`src/rtl/div_16bit.sv`:
```
// Iterative shift-and-subtract integer divider, one quotient bit per clock.
// Signed operands are divided as magnitudes and the signs restored in a final fix-up cycle.
module div_16bit #(
  parameter int WIDTH = 16
) (
  input  logic             clk,
  input  logic             reset,
  input  logic             start,
  input  logic             Signed,
  input  logic [WIDTH-1:0] A,
  input  logic [WIDTH-1:0] B,
  output logic             busy,
  output logic             done,
  output logic [WIDTH-1:0] Quotient,
  output logic [WIDTH-1:0] Remainder,
  output logic             DivZero,
  output logic             Zero
);

  localparam int CW = $clog2(WIDTH + 1);
  localparam int SW = WIDTH + 2;
  localparam logic [WIDTH-1:0] ONE = WIDTH'(1);

  localparam logic [1:0] S_IDLE = 2'd0;
  localparam logic [1:0] S_RUN  = 2'd1;
  localparam logic [1:0] S_FIX  = 2'd2;

  logic [1:0]       state_q, state_d;
  logic [CW-1:0]    cnt_q, cnt_d;
  logic [WIDTH:0]   r_q, r_d;
  logic [WIDTH-1:0] q_q, q_d;
  logic [WIDTH-1:0] dv_q, dv_d;
  logic             neg_q_q, neg_q_d;
  logic             neg_r_q, neg_r_d;
  logic             dz_q, dz_d;
  logic             busy_q, busy_d;
  logic             done_q, done_d;
  logic [WIDTH-1:0] quot_q, quot_d;
  logic [WIDTH-1:0] rem_q, rem_d;
  logic             divzero_q, divzero_d;
  logic             zero_q, zero_d;

  logic [WIDTH:0]   r_sh;
  logic [SW-1:0]    diff;
  logic             carry;
  logic [WIDTH-1:0] a_abs, b_abs, q_fix, r_fix;

  always_comb begin
    // Subtract via R + ~{0,D} + 1; the carry out of bit WIDTH means no borrow.
    r_sh  = {r_q[WIDTH-1:0], q_q[WIDTH-1]};
    diff  = {1'b0, r_sh} + {1'b0, ~{1'b0, dv_q}} + SW'(1);
    carry = diff[WIDTH+1];

    a_abs = (Signed && A[WIDTH-1]) ? (~A + ONE) : A;
    b_abs = (Signed && B[WIDTH-1]) ? (~B + ONE) : B;
    q_fix = neg_q_q ? (~q_q + ONE) : q_q;
    r_fix = neg_r_q ? (~r_q[WIDTH-1:0] + ONE) : r_q[WIDTH-1:0];

    state_d   = state_q;
    cnt_d     = cnt_q;
    r_d       = r_q;
    q_d       = q_q;
    dv_d      = dv_q;
    neg_q_d   = neg_q_q;
    neg_r_d   = neg_r_q;
    dz_d      = dz_q;
    busy_d    = busy_q;
    done_d    = 1'b0;
    quot_d    = quot_q;
    rem_d     = rem_q;
    divzero_d = divzero_q;
    zero_d    = zero_q;

    case (state_q)
      S_IDLE: begin
        if (start) begin
          if (B == '0) begin
            // Divide by zero skips RUN; Q carries the raw dividend to FIX.
            state_d = S_FIX;
            dz_d    = 1'b1;
            q_d     = A;
          end else begin
            state_d = S_RUN;
            dz_d    = 1'b0;
            busy_d  = 1'b1;
            neg_q_d = Signed & (A[WIDTH-1] ^ B[WIDTH-1]);
            neg_r_d = Signed & A[WIDTH-1];
            q_d     = a_abs;
            dv_d    = b_abs;
            r_d     = '0;
            cnt_d   = CW'(WIDTH);
          end
        end
      end
      S_RUN: begin
        r_d   = carry ? diff[WIDTH:0] : r_sh;
        q_d   = {q_q[WIDTH-2:0], carry};
        cnt_d = cnt_q - CW'(1);
        if (cnt_q == CW'(1)) begin
          state_d = S_FIX;
        end
      end
      S_FIX: begin
        state_d = S_IDLE;
        busy_d  = 1'b0;
        done_d  = 1'b1;
        if (dz_q) begin
          quot_d    = '1;
          rem_d     = q_q;
          divzero_d = 1'b1;
          zero_d    = 1'b0;
        end else begin
          quot_d    = q_fix;
          rem_d     = r_fix;
          divzero_d = 1'b0;
          zero_d    = (q_fix == '0);
        end
      end
      default: begin
        state_d = S_IDLE;
        busy_d  = 1'b0;
      end
    endcase
  end

  always_ff @(posedge clk) begin
    if (reset) begin
      state_q   <= S_IDLE;
      cnt_q     <= '0;
      r_q       <= '0;
      q_q       <= '0;
      dv_q      <= '0;
      neg_q_q   <= 1'b0;
      neg_r_q   <= 1'b0;
      dz_q      <= 1'b0;
      busy_q    <= 1'b0;
      done_q    <= 1'b0;
      quot_q    <= '0;
      rem_q     <= '0;
      divzero_q <= 1'b0;
      zero_q    <= 1'b1;
    end else begin
      state_q   <= state_d;
      cnt_q     <= cnt_d;
      r_q       <= r_d;
      q_q       <= q_d;
      dv_q      <= dv_d;
      neg_q_q   <= neg_q_d;
      neg_r_q   <= neg_r_d;
      dz_q      <= dz_d;
      busy_q    <= busy_d;
      done_q    <= done_d;
      quot_q    <= quot_d;
      rem_q     <= rem_d;
      divzero_q <= divzero_d;
      zero_q    <= zero_d;
    end
  end

  assign busy      = busy_q;
  assign done      = done_q;
  assign Quotient  = quot_q;
  assign Remainder = rem_q;
  assign DivZero   = divzero_q;
  assign Zero      = zero_q;

endmodule

```
`config.mk`:
```
export PLATFORM = sky130hd
export DESIGN_NAME = div_16bit
export DESIGN_NICKNAME = d
export VERILOG_FILES = /design/src/rtl/div_16bit.sv
export SDC_FILE = /design/constraint.sdc
export NUM_CORES = 1
export LEC_CHECK = 0
export ABC_AREA = 1
export BUFFER_PORTS_ARGS = -buffer_cell sky130_fd_sc_hd__clkbuf_2
export CAP_MARGIN = 0
export CORE_AREA = 2 2 94 186
export DETAILED_ROUTE_END_ITERATION = 10
export DIE_AREA = 0 0 96 188
export SLEW_MARGIN = 20
export SYNTH_ARGS = -nofsm -noshare
export SYNTH_HDL_FRONTEND = slang
export SYNTH_SLANG_ARGS = --single-unit
```
`constraint.sdc`:
```
create_clock -name clk -period 2 [get_ports clk]
set_clock_uncertainty 0.1 [all_clocks]
set_input_delay 0.1 -clock clk [delete_from_list [all_inputs] [get_ports clk]]
set_output_delay 0.1 -clock clk [all_outputs]
set_load 0.02 [all_outputs]
```
# [Word-level counts from Yosys, hierarchy flattened]
# Cells that the tools add are included.
# Widths: inputs -> output; s select.
[totals] word_cells=76 register_bits=94 out_inout_bits=36
[classes] reduce_logical=12 muxes=27 n_eq_ne=6 n_bitwise=10 addsub=7
[op_table] cell="$mux 16" n=11
[op_table] cell="$add 16x1->16 const B" n=4
[op_table] cell="$not 16->16" n=4
[op_table] cell="$pmux 16 s2" n=2
[op_table] cell="$logic_not 16->1" n=2
[op_table] cell="$add 17x17->18" n=1
[op_table] cell="$add 18x1->18 const B" n=1
[op_table] cell="$not 16->17" n=1
[op_table] cell="$mux 5" n=2
[op_table] cell="$pmux 5 s2" n=1
[op_table] cell="$reduce_and 3->1" n=3
[op_table] cell="$mux 1" n=6
[op_table] cell="$mux 2" n=3
[op_table] cell="$ne 2x2->1 const B" n=3
[op_table] cell="$reduce_and 2->1" n=3
[op_table] cell="$eq 5x1->1 const B" n=1
[op_table] cell="$sub 5x1->5 const B" n=1
[op_table] cell="$pmux 2 s2" n=1
[op_table] cell="$and 1x1->1" n=2
[op_table] cell="$eq 2x1->1 const B" n=1
[op_table] cell="$eq 2x2->1 const B" n=1
[op_table] cell="$logic_and 1x1->1" n=2
[op_table] cell="$logic_not 2->1" n=1
[op_table] cell="$not 1->1" n=2
[op_table] cell="3 further kinds" n=3

# [Depth between registers and ports, before layout]
[depth] word_depth=6 depth_mapped=14

# [Worst setup path after synthesis]
# No wires, ideal clock.
[synth_path] kind="reg-to-reg" from="reg q_q[15]" to="reg r_q[14]" stages_incl_launch_ff=15 setup_time_ns=0.132 setup_slack_ns=0.073 period_less_slack_ns=1.927 required_ns=1.768 n_path_buf=0 arrival_time_ns=1.695 path_cell_list="dfxtp_1 > inv_1 > ha_1 > inv_1 > fa_1 > nand3_1 > nand3_1 > nand2_1 > nand2_1 > nand2_1 > nand2_1 > nand2_1 > nand3_1 > nand2_1 > a21oi_1"
[synth_via] elab_chain_cells=4
[synth_rtl] item="start: declaration" line_no="31" text="logic [WIDTH-1:0] q_q, q_d;"
[synth_rtl] item="start signal: assignment" line_no="146" text="q_q <= q_d;"
[synth_rtl] item="$add 17x17->18" line_no="51" text="diff = {1'b0, r_sh} + {1'b0, ~{1'b0, dv_q}} + SW'(1);"
[synth_rtl] item="$add 18x1->18" line_no="51"
[synth_rtl] item="$mux 16" line_no="96" text="r_d = carry ? diff[WIDTH:0] : r_sh;"
[synth_rtl] item="$pmux 16 s2" line_no="74" text="case (state_q)"
[synth_rtl] item="end signal: assignment" line_no="145" text="r_q <= r_d;"
[synth_rtl] item="end: declaration" line_no="30" text="logic [WIDTH:0] r_q, r_d;"
# Every way passes these cells.
# A chain may end at the register's enable or synchronous reset.

# [Final worst setup path]
[layout_path] from="reg dv_q[6]" to="reg r_q[11]"
[layout_via] elab_chain_cells=5
[layout_rtl] item="start: declaration" line_no="32" text="logic [WIDTH-1:0] dv_q, dv_d;"
[layout_rtl] item="start signal: assignment" line_no="147" text="dv_q <= dv_d;"
[layout_rtl] item="$not 16->17" line_no="51"
[layout_rtl] item="$add 17x17->18" line_no="51"
[layout_rtl] item="$add 18x1->18" line_no="51"
[layout_rtl] item="$mux 16" line_no="96"
[layout_rtl] item="$pmux 16 s2" line_no="74"
# Every way passes these cells.

==> run_results.csv <==
group,metric,value,unit
global_route,grt_pass1_vias,7128,
yosys,synth.most_common_cell,"nand2_1",
routing,drc_errors,0,
routing,drt_iter0_drc,388,
yosys,synth_cell_types,41,
floorplan,ioPinCount,72,
cells_and_area,synthToLayoutAreaGrowth,31.88,%
status,status,"finished, final reports clean",
clock_network,ctsLongestPathBuffers,2,
clock_network,insertion_delay,360,ps
sta,period_needed,1944,ps
critical_path,required,2110,ps
global_route,grt_max_degree,59,
routing,ant_nets,0,
critical_path,reg2reg_depth,12,
critical_path,cp-endpoint,"r_q[11]$_SDFFE_PP0P_",
flow_run,drv_cap,0,
min_path,hold_path_class,"in -> reg",
routing,vias_per_cell,5.279,
placed_design,post-place-ws,-210.4,ps
yosys,syn_nets,1123,
yosys,syn-instance-count,1064,
sta,finalHoldViolCount,0,
routing,drt_wl_total,24.26,mm
critical_path,rrSetupSlack,60,ps
floorplan,num_rows,67,
cells_and_area,diodes,0,
power_and_ir_drop,pwr_density_cell,1171,mW/mm²
routing,firstDrtPassIters,5,
cells_and_area,layout-drive-gt1-share,23.16,%
floorplan,die_w,96,µm
cells_and_area,layout.nets,1264,
sta,whs,25.33,ps
yosys,yosysWarnings,0,
placed_design,dp_cells,1377,
global_route,grt_pass1_wl,36.22,mm
yosys,synth-seq-area-share,28.80,%
global_route,overflow,0,
placed_design,gp_congestion,0.9343,
yosys,netlist_area,0.006534,mm²
global_route,antenna_found_initial,0,
clock_network,numCtsBuffers,9,
floorplan,core-area,0.01668,mm²
sta,rsz0062_at_grt,"yes",
yosys,synth_top_area_share,28.80,%
critical_path,crit_type,"reg -> reg",
yosys,synth_ff_type,"dfxtp_1",
placed_design,portBuffers,71,
sta,tightest_slew,700.9,ps
sta,setup_slack,55.84,ps
critical_path,worstPathMaxFanout,3,
sta,timing.slew.headroom,53.27,%
yosys,synth-async-reset-ratio,0,%
floorplan,die_area,0.01805,mm²
routing,wl_per_cell,17.14,µm
yosys,ys_seq_elements,94,
cells_and_area,fillers,1701,
critical_path,r2r_start,"dv_q[6]$_SDFFE_PP0P_",
yosys,synth_area_leaders,"dfxtp_1, nand2_1, inv_1",
yosys,avgSynthCellArea,6.141,µm²
power_and_ir_drop,p_leak,0.004151,µW
power_and_ir_drop,ir_drop,0.6139,mV
critical_path,r2r_end,"r_q[11]$_SDFFE_PP0P_",
clock_network,cts_tree,"built",
critical_path,crit_path_start,"dv_q[6]$_SDFFE_PP0P_",
sta,period_share,97.21,%
sta,setup_tns,0,ps
critical_path,arrival,2060,ps
global_route,grt_usage,26.74,%
yosys,yosys-top-cells-count,"nand2_1, inv_1, nand3_1",
routing,vias,7475,
sta,drv_slew,0,
floorplan,die_h,188,µm
yosys,synth_edf_count,0,
critical_path,critPathLaunchType,"flip-flop",
critical_path,cp-end-kind,"flip-flop",
sta,setup_viol,0,
yosys,synth_top_cell_by_area,"dfxtp_1",
cells_and_area,stdcell_count,1416,
placed_design,dp_hpwl,18.47,mm
clock_network,clock-root-buffer,"clkbuf_16",
clock_network,path_clk_slew,70,ps
clock_network,clkSinkCount,94,
clock_network,htreeDepth,3,
floorplan,initial_core_util,39.17,%
sta,fmax,514.4,MHz
-- cells in the final DEF (no fill, tap or decap), types with 20 or more instances in the layout --
cell      synthesis  final
clkbuf_2          0     71
nand4_1          28     28
a31oi_1          20     20
buf_4             4     77
nand3_1         117    109
nand2_1         288    269
inv_1           157    144
nor2_1           83     72
dfxtp_1          94     80
o21ai_0          66     65
a21oi_1          69     62
-- sequential cells by signal, indices dropped and copies added (netlist names), 2 cells and up --
signal / cells
cnt_q: 5
dv_q: 16
Remainder: 16
r_q: 16
state_q: 2
q_q: 16
Quotient: 16
-- power by group --
part	switching (µW)	internal, µW	total [µW]
sequential	236	2090	2330
combinational	3530	2470	6000
clock	768	993	1760
-- cells by family after synthesis --
logic type,share of synthesized area [%]
XOR/XNOR,3.083
AO/OA/AOI/OAI,15.40
flip-flops,28.80
buffers and inverters,12.20
AND/OR/NAND/NOR,36.00
adder cells (fa/ha/maj),4.519
-- metal layers --
layer	track usage [%]	part of all wire (%)	vias up
met5	0	0	-
met4	19.01	7.9	0
met3	2.250	3.0	85
met2	51.10	56	217
met1	24.94	33	3416
li1	-	-	3757
-- repair_timing --
action / in CTS / in global routing
gates resized for setup: 26 / 85
gates cloned: 1 / 3
setup endpoints to repair: 17 / 27
endpoints found under the hold margin: 10 / 0
buffers inserted: 1 / 9
hold buffers: 10 / 0
pin swaps: 6 / 28
-- per-stage QoR --
step / utilization [%] / cell area, µm² / power [µW]
2_1_floorplan: - / 6534 / 5539
3_3_place_gp: 45.39 / 7572 / 7196
3_5_place_dp: 45.39 / 7572 / 7213
4_1_cts: 48.78 / 8138 / 9385
5_1_grt: 51.65 / 8617 / 10800
6_report: 51.65 / 8617 / 10090
-- worst max-delay path, cell delays in order (launching register included) --
cell and delay [ps]:
dfxtp_2 350, inv_2 50, ha_4 290, nand2_4 60, buf_4 140, nor2_4 100, nand4_1 230, nand3_1 150
nand2_1 70, nand2_1 80, nand2_1 70, nand3_2 70, a21oi_1 60
-- cell type report --
type                       count  area [µm²]  share of cell area [%]
tap                          207       259.0                   3.006
multi-input combinational    769        4288                   49.76
sequential                    94        1899                   22.04
clock buffer                  11       242.7                   2.817
inverter                     160       604.3                   7.013
timing repair buffer         171        1276                   14.81
clock inverter                 4       47.55                  0.5518
-- worst min path at each step --
stage | to | cells after the start | startpoint
4_1_cts | dv_q[3]$_SDFFE_PP0P_ | 3 | B[3]
5_1_grt | dv_q[3]$_SDFFE_PP0P_ | 3 | B[3]
6_report | dv_q[3]$_SDFFE_PP0P_ | 3 | B[3]
3_3_place_gp | dv_q[1]$_SDFFE_PP0P_ | 3 | B[1]
2_1_floorplan | dv_q[13]$_SDFFE_PP0P_ | 2 | B[13]
3_5_place_dp | dv_q[1]$_SDFFE_PP0P_ | 3 | B[1]
Note: power is estimated with default switching activity, not from simulation.
